==> config.mk <==
export PLATFORM = sky130hd
export DESIGN_NAME = programmable_clock_divider
export DESIGN_NICKNAME = d
export VERILOG_FILES = /design/src/rtl/clock_divider_pkg.sv /design/src/rtl/clock_divider_channel.sv /design/src/rtl/programmable_clock_divider.sv
export SDC_FILE = /design/constraint.sdc
export NUM_CORES = 1
export LEC_CHECK = 0
export BUFFER_PORTS_ARGS = -buffer_cell sky130_fd_sc_hd__buf_2
export CORE_MARGIN = 2
export CORE_UTILIZATION = 34
export DETAILED_ROUTE_END_ITERATION = 12
export SYNTH_ARGS = -nofsm -noshare
export SYNTH_HDL_FRONTEND = slang
export SYNTH_SLANG_ARGS = --single-unit
==> constraint.sdc <==
create_clock -name clock_in -period 3.96 [get_ports clock_in]
set_input_delay 0.792 -clock clock_in [delete_from_list [all_inputs] [get_ports clock_in]]
set_output_delay 0.792 -clock clock_in [all_outputs]
set_load 0.1 [all_outputs]
==> src/rtl/clock_divider_pkg.sv <==
// Shared constants and helpers for the programmable clock divider.
package clock_divider_pkg;

  // Width of the divisor and of each channel counter when not overridden.
  localparam int CNT_W_DEFAULT = 8;

  // Divide ratio loaded into every channel at reset when not overridden.
  localparam int DEFAULT_DIV_VALUE = 4;

  // Smallest divide ratio that still yields a distinct low and high phase.
  localparam int MIN_DIV = 2;

  // Width of the channel-select field; never narrower than one bit.
  function automatic int sel_width(input int n_ch);
    return (n_ch <= 1) ? 1 : $clog2(n_ch);
  endfunction

endpackage

==> src/rtl/clock_divider_channel.sv <==
// One divider channel: period counter, active/pending divisor and the
// registered divided clock plus its rising-edge tick.
//
// Divisor changes are staged in d_pend and only reach d_act when the counter
// restarts (natural wrap, disable, or sync), so every emitted period is a
// complete period of a single divisor.
module clock_divider_channel
  import clock_divider_pkg::*;
#(
  parameter int CNT_W       = CNT_W_DEFAULT,
  parameter int DEFAULT_DIV = DEFAULT_DIV_VALUE
) (
  input  logic             clock_in,
  input  logic             reset,
  input  logic             enable,
  input  logic             sync,
  input  logic             wr,
  input  logic [CNT_W-1:0] wr_value,
  output logic             clock_out,
  output logic             tick
);

  logic [CNT_W-1:0] cnt;
  logic [CNT_W-1:0] d_act;
  logic [CNT_W-1:0] d_pend;

  logic [CNT_W-1:0] d_pend_nxt;
  logic [CNT_W-1:0] d_act_nxt;
  logic [CNT_W-1:0] cnt_nxt;
  logic [CNT_W-1:0] half_nxt;
  logic             wrap;
  logic             restart;

  // Next-state decode: restart the period on disable, sync or natural wrap
  // and pick up the (possibly just written) pending divisor at that moment.
  always_comb begin
    d_pend_nxt = wr ? wr_value : d_pend;
    wrap       = (cnt >= (d_act - CNT_W'(1)));
    restart    = !enable || sync || wrap;
    cnt_nxt    = cnt + CNT_W'(1);
    d_act_nxt  = d_act;
    if (restart) begin
      cnt_nxt   = '0;
      d_act_nxt = d_pend_nxt;
    end
    // ceil(D/2) without needing an extra carry bit.
    half_nxt = (d_act_nxt >> 1) + {{(CNT_W-1){1'b0}}, d_act_nxt[0]};
  end

  // State and output registers; outputs come from next state so they are flops.
  always_ff @(posedge clock_in) begin
    if (reset) begin
      cnt       <= '0;
      d_act     <= CNT_W'(DEFAULT_DIV);
      d_pend    <= CNT_W'(DEFAULT_DIV);
      clock_out <= 1'b0;
      tick      <= 1'b0;
    end else begin
      cnt       <= cnt_nxt;
      d_act     <= d_act_nxt;
      d_pend    <= d_pend_nxt;
      clock_out <= enable && (cnt_nxt >= half_nxt);
      tick      <= enable && (cnt_nxt == half_nxt);
    end
  end

endmodule

==> src/rtl/programmable_clock_divider.sv <==
// Multi-channel programmable clock divider. This level only decodes and
// range-checks divisor writes and reports rejected ones; all timing lives in
// the per-channel instances.
//
// Write port: div_load is a single-cycle strobe with no backpressure. In the
// cycle it is high, div_sel/div_value are sampled; the write either lands in
// the selected channel's pending divisor or is dropped and load_err pulses for
// exactly one cycle afterwards. There is no ready signal: every strobe is
// consumed in its own cycle.
module programmable_clock_divider
  import clock_divider_pkg::*;
#(
  parameter int N_CH        = 4,
  parameter int CNT_W       = CNT_W_DEFAULT,
  parameter int DEFAULT_DIV = DEFAULT_DIV_VALUE,
  localparam int SEL_W      = sel_width(N_CH)
) (
  input  logic             clock_in,
  input  logic             reset,
  input  logic [N_CH-1:0]  enable,
  input  logic             sync,
  input  logic             div_load,
  input  logic [SEL_W-1:0] div_sel,
  input  logic [CNT_W-1:0] div_value,
  output logic [N_CH-1:0]  clock_out,
  output logic [N_CH-1:0]  tick,
  output logic             load_err
);

  logic            sel_ok;
  logic            value_ok;
  logic            write_ok;
  logic [N_CH-1:0] wr;

  // Range check and one-hot decode of the shared write port.
  always_comb begin
    sel_ok   = (int'(div_sel) < N_CH);
    value_ok = (div_value >= CNT_W'(MIN_DIV));
    write_ok = div_load && sel_ok && value_ok;
    for (int i = 0; i < N_CH; i++) begin
      wr[i] = write_ok && (int'(div_sel) == i);
    end
  end

  // Flag a rejected write for one cycle.
  always_ff @(posedge clock_in) begin
    if (reset) begin
      load_err <= 1'b0;
    end else begin
      load_err <= div_load && !write_ok;
    end
  end

  for (genvar g = 0; g < N_CH; g++) begin : g_ch
    clock_divider_channel #(
      .CNT_W       (CNT_W),
      .DEFAULT_DIV (DEFAULT_DIV)
    ) u_ch (
      .clock_in  (clock_in),
      .reset     (reset),
      .enable    (enable[g]),
      .sync      (sync),
      .wr        (wr[g]),
      .wr_value  (div_value),
      .clock_out (clock_out[g]),
      .tick      (tick[g])
    );
  end

endmodule

Word level (Yosys, flattened, before mapping)
Cells that the tools add are included.
{ "op_classes": {"n_addsub": 12, "magnitude_cmp": 9, "eq_ne": 7, "muxes": 12, "n_reduce_logical": 28} }
{ "op_table": {"columns": ["operator", "count"], "rows": [
  ["8-bit 2-to-1 mux", 12],
  ["8-bit >= comparator", 8],
  ["7-bit by 1-bit adder with 8-bit output", 4],
  ["8-bit by 1-bit adder with 8-bit output, second input constant", 4],
  ["8-bit equality test", 4],
  ["8-bit by 1-bit subtractor with 8-bit output, second input constant", 4],
  ["1-bit logical AND", 14],
  ["8-bit by 2-bit >= comparator with 1-bit output, second input constant", 1],
  ["1-bit logical OR", 8],
  ["1-bit zero test", 5],
  ["2-bit equality test, second input constant", 2],
  ["2-bit by 1-bit equality test with 1-bit output, second input constant", 1],
  ["2-bit zero test", 1]
]} }
{ "totals": {"regBits": 105, "in_bits": 18, "output_inout_bits": 9, "elab_cells": 89} }

Logic depth before layout (Yosys ltp)
{ "depth": {"ltp_word": 8, "depth_mapped": 24, "depth_no_buf": 23} }

Hierarchy
From an unflattened synthesis, not the netlist that was laid out.
{ "unflattened": {"cells_unflattened": 820, "hier_area_um2": 7094.3} }
{ "modules_own_cells": {"columns": ["module", "instances", "cells_per_inst", "area_each_um2", "seq_area_each_um2"], "rows": [
  ["clock_divider_channel", 4, 202, 1746.7, 520.5],
  ["programmable_clock_divider", 1, 12, 107.6, 20.0]
]} }

Worst setup path after synthesis
OpenSTA, ideal clock, no wires.
{ "synth_path": {"kind": "register -> register", "start": "register g_ch[0].u_ch.d_act[0]", "end": "register g_ch[0].u_ch.clock_out", "setup_ns": 0.129, "t_arrival_ns": 4.103, "required_ns": 3.831, "setup_slack_ns": -0.273, "stages_incl_launch_ff": 23, "path_buffers": 2, "period_less_slack_ns": 4.233, "path_cell_list": "dfxtp_1 nor3_1 nand2_1 nor4_1 xnor2_1 ha_1 nand4_1 o31ai_1 clkbuf_1 buf_2 nor2_1 a21oi_1 ha_1 ha_1 inv_1 ha_1 nor2b_1 o21a_1 o21a_1 o21ai_0 nand2b_1 a211oi_1 o32ai_1"} }
{ "synth_between": {"elab_chain_cells": 7} }
{ "synth_lines": {"columns": ["element", "line_no", "text"], "rows": [
  ["start, declared", "clock_divider_channel.sv:24", "logic [CNT_W-1:0] d_act;"],
  ["start signal, assigned", "clock_divider_channel.sv:54", "d_act <= CNT_W'(DEFAULT_DIV);"],
  ["start signal, assigned", "clock_divider_channel.sv:60", "d_act <= d_act_nxt;"],
  ["8-bit by 1-bit subtractor with 8-bit output", "clock_divider_channel.sv:38", "wrap = (cnt >= (d_act - CNT_W'(1)));"],
  ["8-bit >= comparator", "clock_divider_channel.sv:38", null],
  ["1-bit logical OR", "clock_divider_channel.sv:39", "restart = !enable || sync || wrap;"],
  ["8-bit 2-to-1 mux (*)", "clock_divider_channel.sv:42", "if (restart) begin"],
  ["via g_ch[0].u_ch.d_act_nxt[0]", "clock_divider_channel.sv:28", "logic [CNT_W-1:0] d_act_nxt;"],
  ["7-bit by 1-bit adder with 8-bit output (*)", "clock_divider_channel.sv:47", "half_nxt = (d_act_nxt >> 1) + {{(CNT_W-1){1'b0}}, d_act_nxt[0]};"],
  ["8-bit >= comparator (*)", "clock_divider_channel.sv:62", "clock_out <= enable && (cnt_nxt >= half_nxt);"],
  ["1-bit logical AND (*)", "clock_divider_channel.sv:62", null],
  ["end signal, assigned", "clock_divider_channel.sv:62", null],
  ["end, declared", "clock_divider_channel.sv:19", "output logic clock_out,"]
]} }
Mark *: on every way through the listed nets, which the timed path passes. The rest lies on a longest branch.
A chain may end at the register's enable or synchronous reset.

Worst setup path in the final report
{ "layout_path": {"start": "register g_ch[3].u_ch.d_act[4]", "end": "register g_ch[3].u_ch.tick"} }
{ "layout_between": {"elab_chain_cells": 7} }
{ "layout_lines": {"columns": ["element", "line_no", "text"], "rows": [
  ["start, declared", "clock_divider_channel.sv:24", null],
  ["start signal, assigned", "clock_divider_channel.sv:54", null],
  ["start signal, assigned", "clock_divider_channel.sv:60", null],
  ["8-bit by 1-bit subtractor with 8-bit output", "clock_divider_channel.sv:38", null],
  ["8-bit >= comparator", "clock_divider_channel.sv:38", null],
  ["1-bit logical OR", "clock_divider_channel.sv:39", null],
  ["8-bit 2-to-1 mux", "clock_divider_channel.sv:42", null],
  ["7-bit by 1-bit adder with 8-bit output", "clock_divider_channel.sv:47", null],
  ["8-bit equality test (*)", "clock_divider_channel.sv:63", "tick <= enable && (cnt_nxt == half_nxt);"],
  ["1-bit logical AND (*)", "clock_divider_channel.sv:63", null],
  ["end signal, assigned", "clock_divider_channel.sv:63", null],
  ["end, declared", "clock_divider_channel.sv:20", "output logic tick"]
]} }
Mark *: on every way between the ends. The rest lies on a longest branch, timed or not.

==> impl_metrics.py <==
metrics = {
    "status": {
        "outcome": "finished, violations left",
        "violations": "negative setup slack",
    },
    "logic_synthesis": {
        "yosysWarnings": 0,
        "ys_ff_latch": 105,
        "async_reset_ff_share_pct": 0,
        "synth_common_cells": "nor2_1 (132), dfxtp_1 (105), ha_1 (80), nand2_1 (66), xnor2_1 (38)",
        "synth_flop_cell": "dfxtp_1",
        "yosys.area.top_type": "dfxtp_1",
        "syn_area_per_cell_um2": 8.296,
        "ys_types": 54,
        "syn-num-nets": 915,
        "synth_edf_count": 0,
        "yosysSeqAreaShare_pct": 31.01,
        "syn_inst": 817,
        "synth_area_mm2": 0.006778,
        "synth_top_area_share_pct": 31.01,
        "ys_top_cells_by_area": "dfxtp_1 (31%), ha_1 (15%), nor2_1 (7.3%)",
        "yosysMostFrequentCell": "nor2_1",
    },
    "die": {
        "std_cell_rows": 51,
        "initial_utilization_pct": 34.71,
        "die_y_um": 145.2,
        "ios": 27,
        "die_w_um": 145.2,
        "dieArea_mm2": 0.02108,
        "core_mm2": 0.01953,
    },
    "placement": {
        "gp_congestion": 0.7985,
        "portBuffers": 26,
        "place_hpwl_um": 12180,
        "dpl.cell_count": 1156,
    },
    "route": {
        "drc": 0,
        "antenna_left": 0,
        "wl_per_cell_um": 14.14,
        "dr.pass1.iters": 4,
        "first_iter_violations": 439,
        "finalWirelength_um": 16800,
        "via_per_inst": 4.898,
        "vias": 5819,
    },
    "sta": {
        "max_freq_mhz": 246.3,
        "tns_ns": -0.3307,
        "fin_crit_sh_pct": 102.5,
        "rsz0062_at_grt": "yes",
        "period_minus_slack_ns": 4.061,
        "fin_worst_skew_ns": 0.007281,
        "relSlewSlack_pct": 37.17,
        "finalSetupViolations": 4,
        "final.setup.worst_slack_ns": -0.1006,
        "finalHoldViolations": 0,
        "slew_viol_final": 0,
        "worst_slew_pin_slew_ns": 0.9424,
    },
    "pwr": {
        "peakVddDrop_v": 0.0002042,
        "p_seq_share_pct": 41.1,
        "power_density_mw_per_mm2": 309.7,
        "p_switching_mw": 0.7863,
        "finalPower_mw": 2.731,
        "power.leakage_nw": 3.579,
        "intPower_mw": 1.944,
        "p_clk_share_pct": 37.1,
        "swShare_pct": 28.80,
        "combPwrFrac_pct": 21.8,
    },
    "worst_setup_path": {
        "path_class": "flop to flop",
        "cp_slowest_stage_delay_ns": 0.54,
        "path_buf_inv": 3,
        "critPathLaunchType": "flop",
        "slowest_stage": "or4b_4",
        "cpMostUsedCell": "ha_1",
        "worst_ep_required_time_ns": 4.22,
        "reg2reg_slack_ns": -0.10,
        "cp-end-kind": "flop",
        "path_cells": "or3_4 -> nor2_4 -> nand2_2 -> xor2_1 -> ha_1 -> a2111oi_4 -> o21ai_4 -> buf_6 -> buf_12 -> mux2i_2 -> buf_4 -> or4b_4 -> xnor2_2 -> ha_1 -> nand4b_1 -> nor4_1",
        "path_delay_family": "simple AND/OR/NAND/NOR gates",
        "crit_path_max_fanout": 5,
        "worst-endpoint-arrival_ns": 4.32,
    },
    "global_routing": {
        "grt_start_max_net_pins": 48,
        "first_global_vias": 5502,
        "gr-total-overflow": 0,
        "antenna_found_initial": 0,
        "grt_pass1_wl_um": 26830,
        "track_usage_pct": 15.54,
    },
    "worst_hold_path": {
        "hold_path.class": "flop to flop",
    },
    "final_layout": {
        "multi_input_area_mm2": 0.004898,
        "fillCellCount": 1930,
        "finalNonFillerCells": 1188,
        "nets": 1016,
        "layout.area.seq_mm2": 0.002120,
        "antenna_cells": 0,
        "drive_gt1_share_pct": 28.71,
        "syn2layout_area_growth_pct": 30.09,
    },
    "cts": {
        "hold_buffers": 0,
        "clock_path_buffers": 2,
        "path_clk_slew_ns": 0.07,
        "cts_root_buf": "clkbuf_16",
        "cts.sink_count": 105,
        "cts_buffers": 9,
        "cts_tree": "built",
        "htreeDepth": 3,
        "insertion_delay_ns": 0.36,
    },
    "flow_run": {
        "maxCapViolCount": 0,
    },
}
-- routing by layer --
layer	track usage, %	share of wire (%)	up-vias
met1	21.44	49	2729
met3	1.950	2.0	20
met5	0	0	-
li1	-	-	3013
met2	25.05	47	57
met4	5.392	1.9	0
-- power groups by stage --
stage               Sequential (mW)  Combinational, mW  Clock (mW)
global placement               1.14              0.503           0
floorplan                      1.14              0.331           0
finish                         1.12              0.595        1.01
global route                   1.13              0.658        1.07
detailed placement             1.14              0.507           0
CTS                            1.12              0.532        1.03
-- placed cells by master, fill, tap and decap left out, types with 7 or more instances in the layout --
| cell type | count |
|---|---|
| nor2b_1 | 13 |
| a21oi_2 | 17 |
| nand2_1 | 60 |
| dfxtp_1 | 95 |
| inv_1 | 24 |
| o21a_1 | 12 |
| ha_4 | 9 |
| xor2_1 | 35 |
| xnor2_1 | 37 |
| clkbuf_16 | 10 |
| mux2i_1 | 35 |
| dfxtp_2 | 8 |
| nand2b_1 | 16 |
| nand3_1 | 32 |
| nor2_1 | 124 |
| buf_4 | 98 |
| a211oi_1 | 7 |
| and3_1 | 10 |
| ha_1 | 65 |
| a21oi_1 | 10 |
| o21ai_0 | 17 |
| nor3_1 | 23 |
| buf_2 | 26 |
-- sequential cells by signal, indices dropped and copies added (netlist names) --
register             flops
g_ch.u_ch.clock_out      4
g_ch.u_ch.cnt           32
g_ch.u_ch.d_act         32
g_ch.u_ch.d_pend        32
g_ch.u_ch.tick           4
load_err                 1
-- layout make-up --
class	count	share of cell area, %
tap	265	3.760
clock buffer	11	2.753
multi-input combinational	637	55.56
inverter	31	1.348
sequential	105	24.04
clock inverter	5	0.9933
timing repair buffer	134	11.55
-- worst paths after layout --
check,cells after the start,start,end
worst min register to register,1,g_ch[2].u_ch.cnt[0]$_SDFF_PP0_,g_ch[2].u_ch.cnt[0]$_SDFF_PP0_
worst max register to register,16,g_ch[3].u_ch.d_act[4]$_SDFF_PP0_,g_ch[3].u_ch.tick$_SDFF_PP0_
worst max-delay path,16,g_ch[3].u_ch.d_act[4]$_SDFF_PP0_,g_ch[3].u_ch.tick$_SDFF_PP0_
worst min-delay path,1,g_ch[2].u_ch.cnt[0]$_SDFF_PP0_,g_ch[2].u_ch.cnt[0]$_SDFF_PP0_
-- cell families (layout without fill, tap and decap cells) --
group | after synthesis | in the layout | share of synthesized area (%)
AND/OR/NAND/NOR | 338 | 338 | 23.35
AO/OA/AOI/OAI | 105 | 105 | 10.23
flip-flops | 105 | 105 | 31.01
adder cells (fa/ha/maj) | 80 | 80 | 14.77
buffers and inverters | 75 | 181 | 5.077
XOR/XNOR | 74 | 74 | 9.562
multiplexers | 40 | 40 | 6.000
-- stage by stage --
step                      setup WS (ns)  hold slack [ns]  cell area, µm²  utilization [%]
after detailed placement        -0.1667           0.4765            7807            39.98
final                           -0.1006           0.4940            8817            45.16
after CTS                     -0.009575           0.4937            8327            42.64
after global placement          -0.1238           0.4695            7807            39.98
after global routing            -0.3149           0.5124            8817            45.16
after floorplan                -0.01766           0.4411            6862                -
-- repair_timing --
item / 4_1_cts / 5_1_grt
setup buffers: 4 / 11
gates resized for setup: 38 / 80
pin swaps: 25 / 59
gates cloned: 0 / 1
endpoints found under the hold margin: 0 / 0
endpoints found under the setup margin: 6 / 8
-- worst reg2reg max path: stages, from the launching register on --
cell and delay [ns]:
dfxtp_2 0.32, or3_4 0.40, nor2_4 0.14, nand2_2 0.07
xor2_1 0.15, ha_1 0.35, a2111oi_4 0.42, o21ai_4 0.18
buf_6 0.17, buf_12 0.12, mux2i_2 0.15, buf_4 0.15
or4b_4 0.54, xnor2_2 0.15, ha_1 0.28, nand4b_1 0.12
nor4_1 0.26
No activity file was read; power rests on OpenSTA's default activity.
